<file path="config.mk">
export PLATFORM = sky130hd
export DESIGN_NAME = accelbrot_com_tx_packer
export DESIGN_NICKNAME = d
export VERILOG_FILES = /design/src/rtl/accelbrot_com_pkg.sv /design/src/rtl/accelbrot_com_tx_byte_reg.sv /design/src/rtl/accelbrot_com_tx_packer.sv
export SDC_FILE = /design/constraint.sdc
export NUM_CORES = 1
export LEC_CHECK = 0
export ABC_AREA = 1
export ABC_CLOCK_PERIOD_IN_PS = 2600
export CORE_MARGIN = 2
export CORE_UTILIZATION = 25
export DETAILED_ROUTE_END_ITERATION = 10
export PLACE_DENSITY = 0.42
export SYNTH_ARGS = -nofsm -noshare
export SYNTH_HDL_FRONTEND = slang
export SYNTH_SLANG_ARGS = --single-unit
</file>
<file path="constraint.sdc">
create_clock -name clk -period 2.6 [get_ports clk]
set_clock_uncertainty 0.2 [all_clocks]
set_input_delay 0.52 -clock clk [delete_from_list [all_inputs] [get_ports clk]]
set_output_delay 0.52 -clock clk [all_outputs]
set_load 0.02 [all_outputs]
</file>
<file path="src/rtl/accelbrot_com_pkg.sv">
// Shared definitions for the accelbrot com link transmit path.
//
// Contents:
//   tx_state_e      - frame packer FSM states
//   SofByteDefault  - default start-of-frame marker byte
//   csum_byte()     - turns a running byte sum into the closing checksum byte
package accelbrot_com_pkg;

    typedef enum logic [2:0] {
        StIdle,
        StSof,
        StLen,
        StPayload,
        StCsum
    } tx_state_e;

    localparam logic [7:0] SofByteDefault = 8'hA5;

    // Two's complement of the sum so that sum + csum == 0 (mod 256).
    function automatic logic [7:0] csum_byte(input logic [7:0] sum);
        return 8'h00 - sum;
    endfunction

endpackage

</file>
<file path="src/rtl/accelbrot_com_tx_byte_reg.sv">
// Single-entry valid/ready output register for the com byte stream.
//
// The packer pushes a byte whenever can_load is high; the byte is then held
// on tx_data with tx_valid high until the link accepts it. A cycle with
// can_load high and push low empties the register (tx_valid drops).
//
// Ports:
//   clk, rst    - clock, synchronous active-high reset
//   push        - load push_data this cycle (only honoured while can_load)
//   push_data   - byte to load
//   can_load    - register is empty or its byte is being accepted now
//   tx_valid    - registered byte valid towards the link
//   tx_ready    - link accepts the byte
//   tx_data     - registered byte
module accelbrot_com_tx_byte_reg (
    input  logic       clk,
    input  logic       rst,
    input  logic       push,
    input  logic [7:0] push_data,
    output logic       can_load,
    output logic       tx_valid,
    input  logic       tx_ready,
    output logic [7:0] tx_data
);

    logic       valid_q, valid_d;
    logic [7:0] data_q, data_d;

    assign can_load = !valid_q || tx_ready;
    assign tx_valid = valid_q;
    assign tx_data  = data_q;

    always_comb begin
        valid_d = valid_q;
        data_d  = data_q;
        if (can_load) begin
            valid_d = push;
            // Keep the old byte when emptying so tx_data does not toggle needlessly.
            if (push) begin
                data_d = push_data;
            end
        end
    end

    always_ff @(posedge clk) begin
        if (rst) begin
            valid_q <= 1'b0;
            data_q  <= 8'h00;
        end else begin
            valid_q <= valid_d;
            data_q  <= data_d;
        end
    end

endmodule

</file>
<file path="src/rtl/accelbrot_com_tx_packer.sv">
// Frame packer for the accelbrot com link transmitter.
//
// On a command it emits one frame on the byte stream:
//   SOF_BYTE, L, payload bytes (L words, LSB byte first), checksum
// where L = min(cmd_len, MAX_WORDS) and the checksum makes
// (L + payload bytes + checksum) mod 256 == 0.
//
// The FSM state names the kind of byte currently held in the output
// register. Payload words are pulled from a FIFO read port into a shift
// register; the next byte is always prepared in the same cycle the current
// one is accepted, so with everything ready the stream has no bubbles.
//
// Ports:
//   clk, rst              - clock, synchronous active-high reset
//   cmd_valid/ready/len   - frame request and its word count
//   in_valid/ready/data   - payload words (FIFO read side)
//   tx_valid/ready/data   - byte stream to the link
//   busy                  - a frame is in progress
module accelbrot_com_tx_packer
    import accelbrot_com_pkg::*;
#(
    parameter int unsigned DATA_WIDTH = 32,
    parameter int unsigned MAX_WORDS  = 16,
    parameter logic [7:0]  SOF_BYTE   = SofByteDefault
) (
    input  logic                             clk,
    input  logic                             rst,

    input  logic                             cmd_valid,
    output logic                             cmd_ready,
    input  logic [$clog2(MAX_WORDS+1)-1:0]   cmd_len,

    input  logic                             in_valid,
    output logic                             in_ready,
    input  logic [DATA_WIDTH-1:0]            in_data,

    output logic                             tx_valid,
    input  logic                             tx_ready,
    output logic [7:0]                       tx_data,

    output logic                             busy
);

    localparam int unsigned Bytes = DATA_WIDTH / 8;
    localparam int unsigned LenW  = $clog2(MAX_WORDS + 1);
    localparam int unsigned CntW  = $clog2(Bytes + 1);

    tx_state_e             state_q, state_d;
    logic [LenW-1:0]       len_q, len_d;        // effective frame length L
    logic [LenW-1:0]       words_q, words_d;    // payload words not yet loaded
    logic [DATA_WIDTH-1:0] sr_q, sr_d;          // remaining bytes of current word
    logic [CntW-1:0]       sr_cnt_q, sr_cnt_d;  // bytes left in sr_q
    logic [7:0]            sum_q, sum_d;        // L + payload bytes loaded so far

    logic                  can_load;
    logic                  push;
    logic [7:0]            push_data;
    logic [LenW-1:0]       eff_len;

    assign eff_len   = (cmd_len > LenW'(MAX_WORDS)) ? LenW'(MAX_WORDS) : cmd_len;
    assign busy      = (state_q != StIdle);
    assign cmd_ready = (state_q == StIdle);

    // A new word may enter only when the shift register is drained and the
    // output register is free (or freeing up) to take its first byte.
    assign in_ready = !rst
                      && ((state_q == StLen) || (state_q == StPayload))
                      && (words_q != '0)
                      && (sr_cnt_q == '0)
                      && can_load;

    always_comb begin
        state_d   = state_q;
        len_d     = len_q;
        words_d   = words_q;
        sr_d      = sr_q;
        sr_cnt_d  = sr_cnt_q;
        sum_d     = sum_q;
        push      = 1'b0;
        push_data = 8'h00;

        unique case (state_q)
            StIdle: begin
                if (cmd_valid) begin
                    push      = 1'b1;
                    push_data = SOF_BYTE;
                    len_d     = eff_len;
                    words_d   = eff_len;
                    sum_d     = 8'(eff_len);
                    state_d   = StSof;
                end
            end

            StSof: begin
                if (can_load) begin
                    push      = 1'b1;
                    push_data = 8'(len_q);
                    state_d   = StLen;
                end
            end

            StLen: begin
                if (can_load) begin
                    if (len_q == '0) begin
                        push      = 1'b1;
                        push_data = csum_byte(sum_q);
                        state_d   = StCsum;
                    end else begin
                        state_d = StPayload;
                        if (in_valid && in_ready) begin
                            push      = 1'b1;
                            push_data = in_data[7:0];
                            sr_d      = in_data >> 8;
                            sr_cnt_d  = CntW'(Bytes - 1);
                            words_d   = words_q - LenW'(1);
                            sum_d     = sum_q + in_data[7:0];
                        end
                    end
                end
            end

            StPayload: begin
                if (can_load) begin
                    if (sr_cnt_q != '0) begin
                        push      = 1'b1;
                        push_data = sr_q[7:0];
                        sr_d      = sr_q >> 8;
                        sr_cnt_d  = sr_cnt_q - CntW'(1);
                        sum_d     = sum_q + sr_q[7:0];
                    end else if (words_q != '0) begin
                        // No word available leaves the register empty: a bubble.
                        if (in_valid && in_ready) begin
                            push      = 1'b1;
                            push_data = in_data[7:0];
                            sr_d      = in_data >> 8;
                            sr_cnt_d  = CntW'(Bytes - 1);
                            words_d   = words_q - LenW'(1);
                            sum_d     = sum_q + in_data[7:0];
                        end
                    end else begin
                        // Last payload byte is being accepted; every payload
                        // byte is already in sum_q.
                        push      = 1'b1;
                        push_data = csum_byte(sum_q);
                        state_d   = StCsum;
                    end
                end
            end

            StCsum: begin
                if (can_load) begin
                    state_d = StIdle;
                end
            end

            default: begin
                state_d = StIdle;
            end
        endcase
    end

    always_ff @(posedge clk) begin
        if (rst) begin
            state_q  <= StIdle;
            len_q    <= '0;
            words_q  <= '0;
            sr_q     <= '0;
            sr_cnt_q <= '0;
            sum_q    <= 8'h00;
        end else begin
            state_q  <= state_d;
            len_q    <= len_d;
            words_q  <= words_d;
            sr_q     <= sr_d;
            sr_cnt_q <= sr_cnt_d;
            sum_q    <= sum_d;
        end
    end

    accelbrot_com_tx_byte_reg u_byte_reg (
        .clk       (clk),
        .rst       (rst),
        .push      (push),
        .push_data (push_data),
        .can_load  (can_load),
        .tx_valid  (tx_valid),
        .tx_ready  (tx_ready),
        .tx_data   (tx_data)
    );

endmodule

</file>
==> flow_metrics.py <==
metrics = {
    "sta": {
        "finalHoldViolCount": 0,
        "max_freq_ghz": 0.406,
        "max_slew.worst_pin.slew_ns": 0.372,
        "min_period_ns": 2.46,
        "setup_viol": 0,
        "hold_ws_ns": 0.243,
        "slew_viol_final": 0,
        "rsz0062_at_grt": "false",
        "max-slew-margin-rel_pct": 75.2,
        "post-route-period-util_pct": 94.7,
        "worst_slack_ns": 0.137,
    },
    "critical_path": {
        "setup.worst_path.class": "reg -> out",
        "startpoint": "state_q[0]$_SDFFE_PP0P_",
        "worstPathCellList": "nor2_1 -> nand2_1 -> inv_1 -> clkdlybuf4s50_1",
        "cp_max_fo": 6,
        "cp_slowest_cell": "clkdlybuf4s50_1",
        "worst_path_largest_cell_delay_ns": 0.60,
        "r2r_setup_slack_ns": 0.29,
        "cp.arrival_ns": 1.74,
        "critPathCaptureType": "output port",
        "startpoint_type": "register",
        "cp.required_ns": 1.88,
        "rr_startpoint": "words_q[0]$_SDFFE_PP0P_",
    },
    "logic_synthesis": {
        "seq_area_frac_synth_pct": 30.2,
        "yosysUniqueCellTypes": 41,
        "ys_warn_count": 0,
        "syn_area_um2": 4320,
        "syn_inst": 677,
        "synth-seq-cells": 65,
        "syn_area_per_cell_um2": 6.37,
        "synthesis.nets": 740,
    },
    "clock_network": {
        "insertion_delay_ns": 0.34,
        "post_cts_buffers": 0,
        "hold_buffers": 0,
        "cts_sinks": 65,
        "h-tree-depth": 3,
        "path_clk_slew_ns": 0.06,
        "cts_resized": 1,
        "cts_buffers": 9,
        "cts_tree": "built",
        "clock-root-buffer": "clkbuf_16",
        "cts_buffer_depth": 2,
    },
    "cells_and_area": {
        "final_nets": 819,
        "drive_gt1_share_pct": 10.2,
        "areaGrowthSynthToFinish_pct": 31.5,
        "antenna_cells": 0,
        "fin_util_pct": 33.3,
        "final_cells": 986,
    },
    "power_and_ir_drop": {
        "irDropWorstVdd_mv": 0.297,
        "finalPower_w": 0.00533,
        "power_density_nw_per_um2": 940,
        "total_leakage_power_nw": 2.56,
    },
    "grt": {
        "overflow": 0,
        "grt_pass1_vias": 4385,
        "grt_max_degree": 57,
        "antenna_found_initial": 0,
        "grt_pass1_wl_mm": 22.3,
        "track_usage_pct": 15.5,
    },
    "worst_hold_path": {
        "hold_class": "reg -> reg",
        "hp-start": "sr_q[26]$_SDFFE_PP0P_",
    },
    "detailed_routing": {
        "drtPass1Iterations": 5,
        "wl_per_cell_um": 13.9,
        "first_iter_violations": 182,
        "ant_nets": 0,
        "drc": 0,
        "wl_mm": 13.7,
        "vias": 4561,
        "vias_per_cell": 4.63,
    },
    "floorplanning": {
        "die_area_um2": 18300,
        "num_rows": 48,
        "io-pin-count": 54,
        "die_h_um": 135,
        "start_util_pct": 25.3,
        "coreArea_um2": 17100,
        "die_x_um": 135,
    },
    "placed_design": {
        "gp_congestion": 0.824,
        "dp_slack_ns": -0.146,
        "place_inst": 970,
        "dp_hpwl_mm": 10.7,
        "port_buffers": 53,
    },
    "status": {
        "status": "completed",
    },
    "job": {
        "maxCapViolCount": 0,
    },
}
==> registers in the layout, summed over array words and instances, names as in the netlist <==
register and cells:
len_q 5, sr_cnt_q 3, sr_q 32, state_q 3, sum_q 8, u_byte_reg.tx_data 8, u_byte_reg.tx_valid 1, words_q 5
==> report_power, final <==
group          total [W]  internal [W]  switching [W]
Combinational    0.00274       0.00111        0.00163
Sequential       0.00134       0.00117       0.000170
Clock            0.00125      0.000750       0.000504
Total            0.00533       0.00303        0.00231
==> path summary, 6_finish.rpt <==
check | endpoint | depth (start not counted)
worst min-delay path | sr_q[26]$_SDFFE_PP0P_ | 2
worst max-delay path | cmd_ready | 4
worst min register to register | sr_q[26]$_SDFFE_PP0P_ | 2
worst max register to register | sr_q[14]$_SDFFE_PP0P_ | 11
==> cell usage after synthesis <==
| library cell | instances | area (um^2) |
|---|---|---|
| buf_2 | 8 | 40.0 |
| nand4_1 | 6 | 37.5 |
| nand2_1 | 157 | 589 |
| nor3_1 | 22 | 110 |
| ha_1 | 19 | 238 |
| dfxtp_1 | 65 | 1300 |
| buf_1 | 4 | 15.0 |
| a31oi_1 | 2 | 12.5 |
| or2_0 | 1 | 6.26 |
| buf_4 | 1 | 7.51 |
| clkbuf_1 | 10 | 37.5 |
| a31o_2 | 1 | 8.76 |
| or2_2 | 1 | 6.26 |
| o211ai_1 | 3 | 22.5 |
| nor2_4 | 1 | 11.3 |
| buf_6 | 3 | 33.8 |
| a22o_1 | 1 | 8.76 |
| o31ai_1 | 2 | 15.0 |
| nor3_2 | 3 | 30.0 |
| nor4_1 | 2 | 12.5 |
| xor2_1 | 7 | 61.3 |
| a21oi_4 | 2 | 32.5 |
| o21bai_1 | 5 | 37.5 |
| o22ai_1 | 15 | 93.8 |
| inv_1 | 86 | 323 |
| a21boi_0 | 1 | 7.51 |
| a21oi_2 | 1 | 8.76 |
| a21oi_1 | 44 | 220 |
| nand3_1 | 55 | 275 |
| inv_2 | 3 | 11.3 |
| nand3_2 | 1 | 10.0 |
| fa_1 | 2 | 40.0 |
| nand3b_1 | 1 | 7.51 |
| xnor2_1 | 6 | 52.6 |
| o21a_1 | 1 | 7.51 |
| nand2_2 | 5 | 31.3 |
| nor2_1 | 83 | 312 |
| a211oi_1 | 1 | 7.51 |
| nor2_2 | 2 | 12.5 |
| o21ai_1 | 2 | 10.0 |
| o21ai_0 | 42 | 210 |
==> metrics by stage <==
step	setup TNS, ns	area (um^2)
2_1_floorplan	0	4320
3_3_place_gp	-0.171	5380
3_5_place_dp	-0.156	5380
4_1_cts	0	5680
5_1_grt	0	5680
6_report	0	5680
==> critical path, delay by kind of cell (launching register included) <==
kind / cells / cell delay (ns)
buffers and inverters: 2 / 0.70
DFF: 1 / 0.37
and+or+nand+nor: 2 / 0.33
==> placed cells by master, fill, tap and decap left out, types with 2 or more instances in the layout <==
cell type / Yosys / layout
o31ai_1: 2 / 2
buf_4: 1 / 35
nor3_2: 3 / 3
xnor2_1: 6 / 6
o22ai_1: 15 / 15
inv_6: 0 / 2
xor2_1: 7 / 7
a31oi_1: 2 / 2
clkbuf_16: 0 / 9
inv_1: 86 / 86
nand2_1: 157 / 157
nor3_1: 22 / 22
a21oi_4: 2 / 2
o21bai_1: 5 / 5
inv_2: 3 / 3
o21ai_0: 42 / 42
fa_1: 2 / 2
dfxtp_1: 65 / 65
nand3_1: 55 / 55
o211ai_1: 3 / 3
nor2_2: 2 / 2
clkinvlp_4: 0 / 3
buf_12: 0 / 6
nand2_2: 5 / 5
a21oi_1: 44 / 44
nand4_1: 6 / 6
clkdlybuf4s50_1: 0 / 52
ha_1: 19 / 19
nor4_1: 2 / 2
o21ai_1: 2 / 2
nor2_1: 83 / 83
==> cell families (layout without fill, tap and decap cells) <==
family | Yosys count | in the layout | synth area share [%]
AO/OA/AOI/OAI | 123 | 123 | 16.3
XOR/XNOR | 13 | 13 | 2.64
adder cells (fa/ha/maj) | 21 | 21 | 6.44
buffers and inverters | 115 | 199 | 10.8
flip-flops | 65 | 65 | 30.2
AND/OR/NAND/NOR | 340 | 340 | 33.6
==> final cells by class <==
cell class	instances	area, um^2
tap	225	282
inverter	89	334
multi-input combinational	497	2550
fill	1908	11400
clock inverter	7	78.8
timing repair buffer	94	908
sequential	65	1300
clock buffer	9	225
==> layer usage <==
| layer | wire [um] | global-route usage, % |
|---|---|---|
| met1 | 6470 | 19.9 |
| met2 | 6610 | 26.6 |
| met3 | 375 | 2.54 |
| met4 | 248 | 4.92 |
| met5 | 0 | 0 |
Note: power is estimated with default switching activity, not from simulation.
